==> src/rtl/ysyx_22040759_wb_sched_pkg.sv <==
// Shared constants for the NPC writeback scheduler.
// Register-file geometry and requester IDs used by the scheduler and arbiter.
package ysyx_22040759_wb_sched_pkg;
    localparam int XLEN    = 32;
    localparam int RAW     = 5;
    localparam int NREG    = 32;
    localparam int REQ_EXU = 0;
    localparam int REQ_LSU = 1;
endpackage

==> src/rtl/ysyx_22040759_wb_sched_rr_arb2.sv <==
// Two-input round-robin arbiter with a one-bit last-grant pointer.
// On a conflict the requester that was not granted last time wins.
module ysyx_22040759_rr_arb2
    import ysyx_22040759_wb_sched_pkg::*;
(
    input  logic       clk,
    input  logic       rst,
    input  logic [1:0] req,
    output logic [1:0] gnt
);
    logic last;

    always_comb begin
        gnt = 2'b00;
        unique case (req)
            2'b01:   gnt = 2'b01;
            2'b10:   gnt = 2'b10;
            2'b11:   gnt = last ? 2'b01 : 2'b10;
            default: gnt = 2'b00;
        endcase
    end

    // Pointer resets to EXU so LSU wins the first conflict.
    always_ff @(posedge clk) begin
        if (!rst) begin
            last <= 1'b0;
        end else if (|gnt) begin
            last <= gnt[REQ_LSU];
        end
    end
endmodule

==> src/rtl/ysyx_22040759_wb_sched.sv <==
// GPR writeback scheduler: shares the single write port between EXU and
// LSU and tracks outstanding writes for RAW/WAW hazard detection.
module ysyx_22040759_wb_sched
    import ysyx_22040759_wb_sched_pkg::*;
#(
    parameter int XW = XLEN,
    parameter int AW = RAW
) (
    input  logic          clk,
    input  logic          rst,
    input  logic          iss_valid,
    input  logic [AW-1:0] iss_rd,
    output logic          iss_ready,
    input  logic [AW-1:0] chk_rs1,
    input  logic [AW-1:0] chk_rs2,
    output logic          haz1,
    output logic          haz2,
    input  logic          exu_valid,
    input  logic [AW-1:0] exu_rd,
    input  logic [XW-1:0] exu_data,
    output logic          exu_ready,
    input  logic          lsu_valid,
    input  logic [AW-1:0] lsu_rd,
    input  logic [XW-1:0] lsu_data,
    output logic          lsu_ready,
    output logic          gpr_wen,
    output logic [AW-1:0] gpr_waddr,
    output logic [XW-1:0] gpr_wdata
);
    localparam int NR = 1 << AW;

    logic [NR-1:0] pend;
    logic [NR-1:0] pend_set;
    logic [NR-1:0] pend_clr;
    logic [1:0]    gnt;
    logic [AW-1:0] sel_rd;
    logic [XW-1:0] sel_data;

    ysyx_22040759_rr_arb2 u_arb (
        .clk (clk),
        .rst (rst),
        .req ({lsu_valid, exu_valid}),
        .gnt (gnt)
    );

    assign exu_ready = gnt[REQ_EXU];
    assign lsu_ready = gnt[REQ_LSU];

    // Decode side sees only registered state.
    assign iss_ready = !pend[iss_rd];
    assign haz1      = pend[chk_rs1];
    assign haz2      = pend[chk_rs2];

    always_comb begin
        sel_rd   = exu_rd;
        sel_data = exu_data;
        if (gnt[REQ_LSU]) begin
            sel_rd   = lsu_rd;
            sel_data = lsu_data;
        end
    end

    always_comb begin
        pend_set = '0;
        pend_clr = '0;
        if (iss_valid && iss_ready && iss_rd != '0) begin
            pend_set = NR'(1) << iss_rd;
        end
        if (gpr_wen) begin
            pend_clr = NR'(1) << gpr_waddr;
        end
    end

    always_ff @(posedge clk) begin
        if (!rst) begin
            pend      <= '0;
            gpr_wen   <= 1'b0;
            gpr_waddr <= '0;
            gpr_wdata <= '0;
        end else begin
            pend    <= ((pend & ~pend_clr) | pend_set) & ~NR'(1);
            gpr_wen <= (|gnt) && (sel_rd != '0);
            if (|gnt) begin
                gpr_waddr <= sel_rd;
                gpr_wdata <= sel_data;
            end
        end
    end
endmodule

==> config.mk <==
export PLATFORM = sky130hd
export DESIGN_NAME = ysyx_22040759_wb_sched
export DESIGN_NICKNAME = d
export VERILOG_FILES = /design/src/rtl/ysyx_22040759_wb_sched_pkg.sv /design/src/rtl/ysyx_22040759_wb_sched_rr_arb2.sv /design/src/rtl/ysyx_22040759_wb_sched.sv
export SDC_FILE = /design/constraint.sdc
export NUM_CORES = 1
export LEC_CHECK = 0
export BUFFER_PORTS_ARGS = -buffer_cell sky130_fd_sc_hd__buf_4
export CAP_MARGIN = 10
export CORE_ASPECT_RATIO = 1.5
export CORE_UTILIZATION = 41
export DETAILED_ROUTE_END_ITERATION = 12
export PLACE_DENSITY = 0.67
export SYNTH_ARGS = -nofsm -noshare
export SYNTH_HDL_FRONTEND = slang
export SYNTH_SLANG_ARGS = --single-unit
==> constraint.sdc <==
create_clock -name clk -period 3.7 [get_ports clk]
set_clock_uncertainty 0.1 [all_clocks]
set_input_delay 0.37 -clock clk [delete_from_list [all_inputs] [get_ports clk]]
set_output_delay 0.37 -clock clk [all_outputs]
set_load 0.01 [all_outputs]
==> flow_summary.yaml <==
timing:
  max_freq_ghz: 0.4026
  finalCritPeriodShare_pct: 67.13
  layout_setup_ws_ns: 1.216
  rsz0062_at_grt: "false"
  fin_crit_ns: 2.484
  slew_headroom_pct: 39.20
  drv_slew: 0
  tightest_slew_ns: 0.9098
  tns_ns: 0
  setup_viol: 0
  hold_violations: 0
route:
  drt_pass1_iterations: 5
  vias: 3833
  post_drt_wl_per_cell_um: 18.75
  drt_wl_total_um: 11910
  drtIter0Drc: 235
  antenna_left: 0
  via_per_inst: 6.036
  drc_errors: 0
clocking:
  cts_root_buffer: "clkbuf_16"
  post-cts-setup-buffer-count: 0
  clkLatencyLatePin_ns: 0.33
  clk_path_buf_depth: 2
  clkSlewWorstSetupHoldPaths_ns: 0.06
  cts-htree-levels: 3
  clock_sinks: 70
  cts_inserted_buffers: 9
  hold_buffers: 0
  tritoncts: "yes"
  post_cts_resized: 0
logic_synthesis:
  synth.most_common_cell: "nor2_1"
  yosys.area.top_type: "dfxtp_1"
  yosysTopAreaCellShare_pct: 37.57
  syn_inst: 403
  avgSynthCellArea_um2: 9.255
  synth_xor_area_share_pct: 0
  yosysSeqAreaShare_pct: 37.57
  synth_top_family_by_area: "compound AO/OA/AOI/OAI gates"
  synth-edff-count: 0
  ys_seq_elements: 70
  syn_area_mm2: 0.003730
  synth.mux.area_fraction_pct: 16.77
  async_reset_ff_share_pct: 0
  synth_compound_area_share_pct: 23.95
  ys_warn_count: 0
  synth.distinct_cells: 41
  synth-adder-area-share_pct: 0
  ys_top_cells_by_area: "dfxtp_1 38%, mux4_2 11%, o221ai_1 7.3%"
  synth_ff_type: "dfxtp_1"
  synth_commonest_cells: "71 x nor2_1, 70 x dfxtp_1, 32 x o211ai_1"
  yosys.area_share.simple_pct: 17.14
  synth_fp_nets: 497
grt:
  grt-ovfl-total: 0
  antenna_found_initial: 0
  grt_usage_pct: 26.31
  grt_max_degree: 64
  grt_pass1_vias: 3889
  grt_pass1_wl_um: 19150
critical_path:
  r2r_slack_ns: 1.73
  critPathBufInv: 1
  crit_path_end_kind: "output pin"
  slowest_stage: "a221oi_1"
  slowest_delay_ns: 0.43
  critPathMaxFanout: 4
  crit_chain: "mux2_2 -> a221oi_1 -> nor3_1 -> o31ai_1 -> buf_4"
  crit_path_start_kind: "flip-flop"
  required_ns: 3.23
  critical_path.top_delay_family: "compound AO/OA/AOI/OAI gates"
  arrival_ns: 2.01
  reg2regPathDepth: 5
  cp.depth: 5
  rr_startpoint: "u_arb.last$_SDFFE_PN0P_"
  path_class: "reg -> out"
  r2r_end: "gpr_wdata[30]$_SDFFE_PN0P_"
pwr:
  cellLeakagePower_nw: 2.054
  p_per_area_mw_per_mm2: 396.7
  ir_drop_v: 0.0002479
placed_design:
  numPortBuffers: 136
  dpl_worst_slack_ns: 1.327
  dp_cells: 619
  placed_area_mm2: 0.004767
  place_hpwl_um: 8917
  routabilityCongestion: 0.9647
layout:
  stdcell_area_mm2: 0.005057
  drive_gt1_share_pct: 36.19
  syn_to_final_growth_pct: 35.59
  num_antenna_cells: 0
  nNetsFinal: 614
  fin_cells: 635
worst_hold_path:
  worstHoldPathType: "in -> reg"
  holdPathEnd: "gpr_wdata[0]$_SDFFE_PN0P_"
  holdPathStages: 3
  hold_start: "lsu_data[0]"
floorplanning:
  start_util_pct: 42.25
  io_pins: 137
  die_h_um: 118.8
  core_mm2: 0.008828
  die_area_mm2: 0.009490
  rows: 42
  fp.dieW_um: 79.88
flow_run:
  max-cap-violations: 0
outcome:
  status: "completed"
==> layout make-up <==
cell class / count / area (µm²)
clock buffers: 9 / 225.2
clock inverters: 7 / 65.06
fillers: 793 / 3771
inverters: 5 / 18.77
multi-input cells: 294 / 2158
flip-flops and latches: 70 / 1401
well taps: 110 / 137.6
repair buffers: 140 / 1051
==> routing by layer <==
metal / up-vias / share of wire, % / GRT usage (%) / wire (µm)
met5: - / 0 / 0 / 0
met4: 0 / 4.6 / 13.73 / 552
met3: 42 / 9.6 / 8.582 / 1149
met2: 221 / 49 / 43.43 / 5867
met1: 1789 / 36 / 29.64 / 4338
li1: 1781 / - / - / -
==> flip-flops by register name, indices dropped and copies added, names as in the netlist <==
register and flops:
gpr_wdata 32, pend 31, gpr_waddr 5, gpr_wen 1, u_arb.last 1
==> through the flow <==
stage | utilization, % | total power, mW | hold slack [ns]
after floorplan | - | 1.004 | 0.3579
after global placement | 54.00 | 1.175 | 0.3667
after detailed placement | 54.00 | 1.182 | 0.3839
after CTS | 57.28 | 2.021 | 0.1327
after global routing | 57.28 | 2.094 | 0.1401
final | 57.28 | 2.006 | 0.1443
==> logic make-up after synthesis <==
group,Yosys count
AO/OA/AOI/OAI,114
flip-flops,70
AND/OR/NAND/NOR,142
multiplexers,38
buffers and inverters,39
==> worst max-delay path by stage <==
stage                end  slack [ns]               start
6_report       iss_ready        1.22  pend[3]$_SDFF_PN0_
3_3_place_gp   iss_ready        1.37           iss_rd[1]
5_1_grt        iss_ready        1.09  pend[3]$_SDFF_PN0_
4_1_cts        iss_ready        1.24  pend[3]$_SDFF_PN0_
3_5_place_dp   iss_ready        1.33           iss_rd[1]
2_1_floorplan  iss_ready        1.48           iss_rd[0]
==> worst min-delay path, delay by kind of cell <==
| kind | cells | cell delay, ns |
|---|---|---|
| buffers and inverters | 1 | 0.08 |
| AND/OR/NAND/NOR | 2 | 0.09 |
==> report_power, final <==
| part | total [mW] | internal, mW | leakage (nW) | switching (mW) |
|---|---|---|---|---|
| logic | 0.344 | 0.171 | 1.34 | 0.173 |
| registers | 0.823 | 0.794 | 0.575 | 0.0293 |
| clock network | 0.839 | 0.516 | 0.141 | 0.323 |
==> cell usage in the layout (no fill, tap or decap), types with 9 or more instances in the layout <==
| master | n |
|---|---|
| buf_4 | 140 |
| nor2_1 | 71 |
| dfxtp_1 | 70 |
| o211ai_1 | 32 |
| o221ai_1 | 31 |
| nand2_1 | 26 |
| mux4_2 | 19 |
| o31ai_1 | 15 |
| mux2i_1 | 13 |
| nand3_1 | 10 |
| clkbuf_16 | 9 |
(Power assumes the default switching activity.)
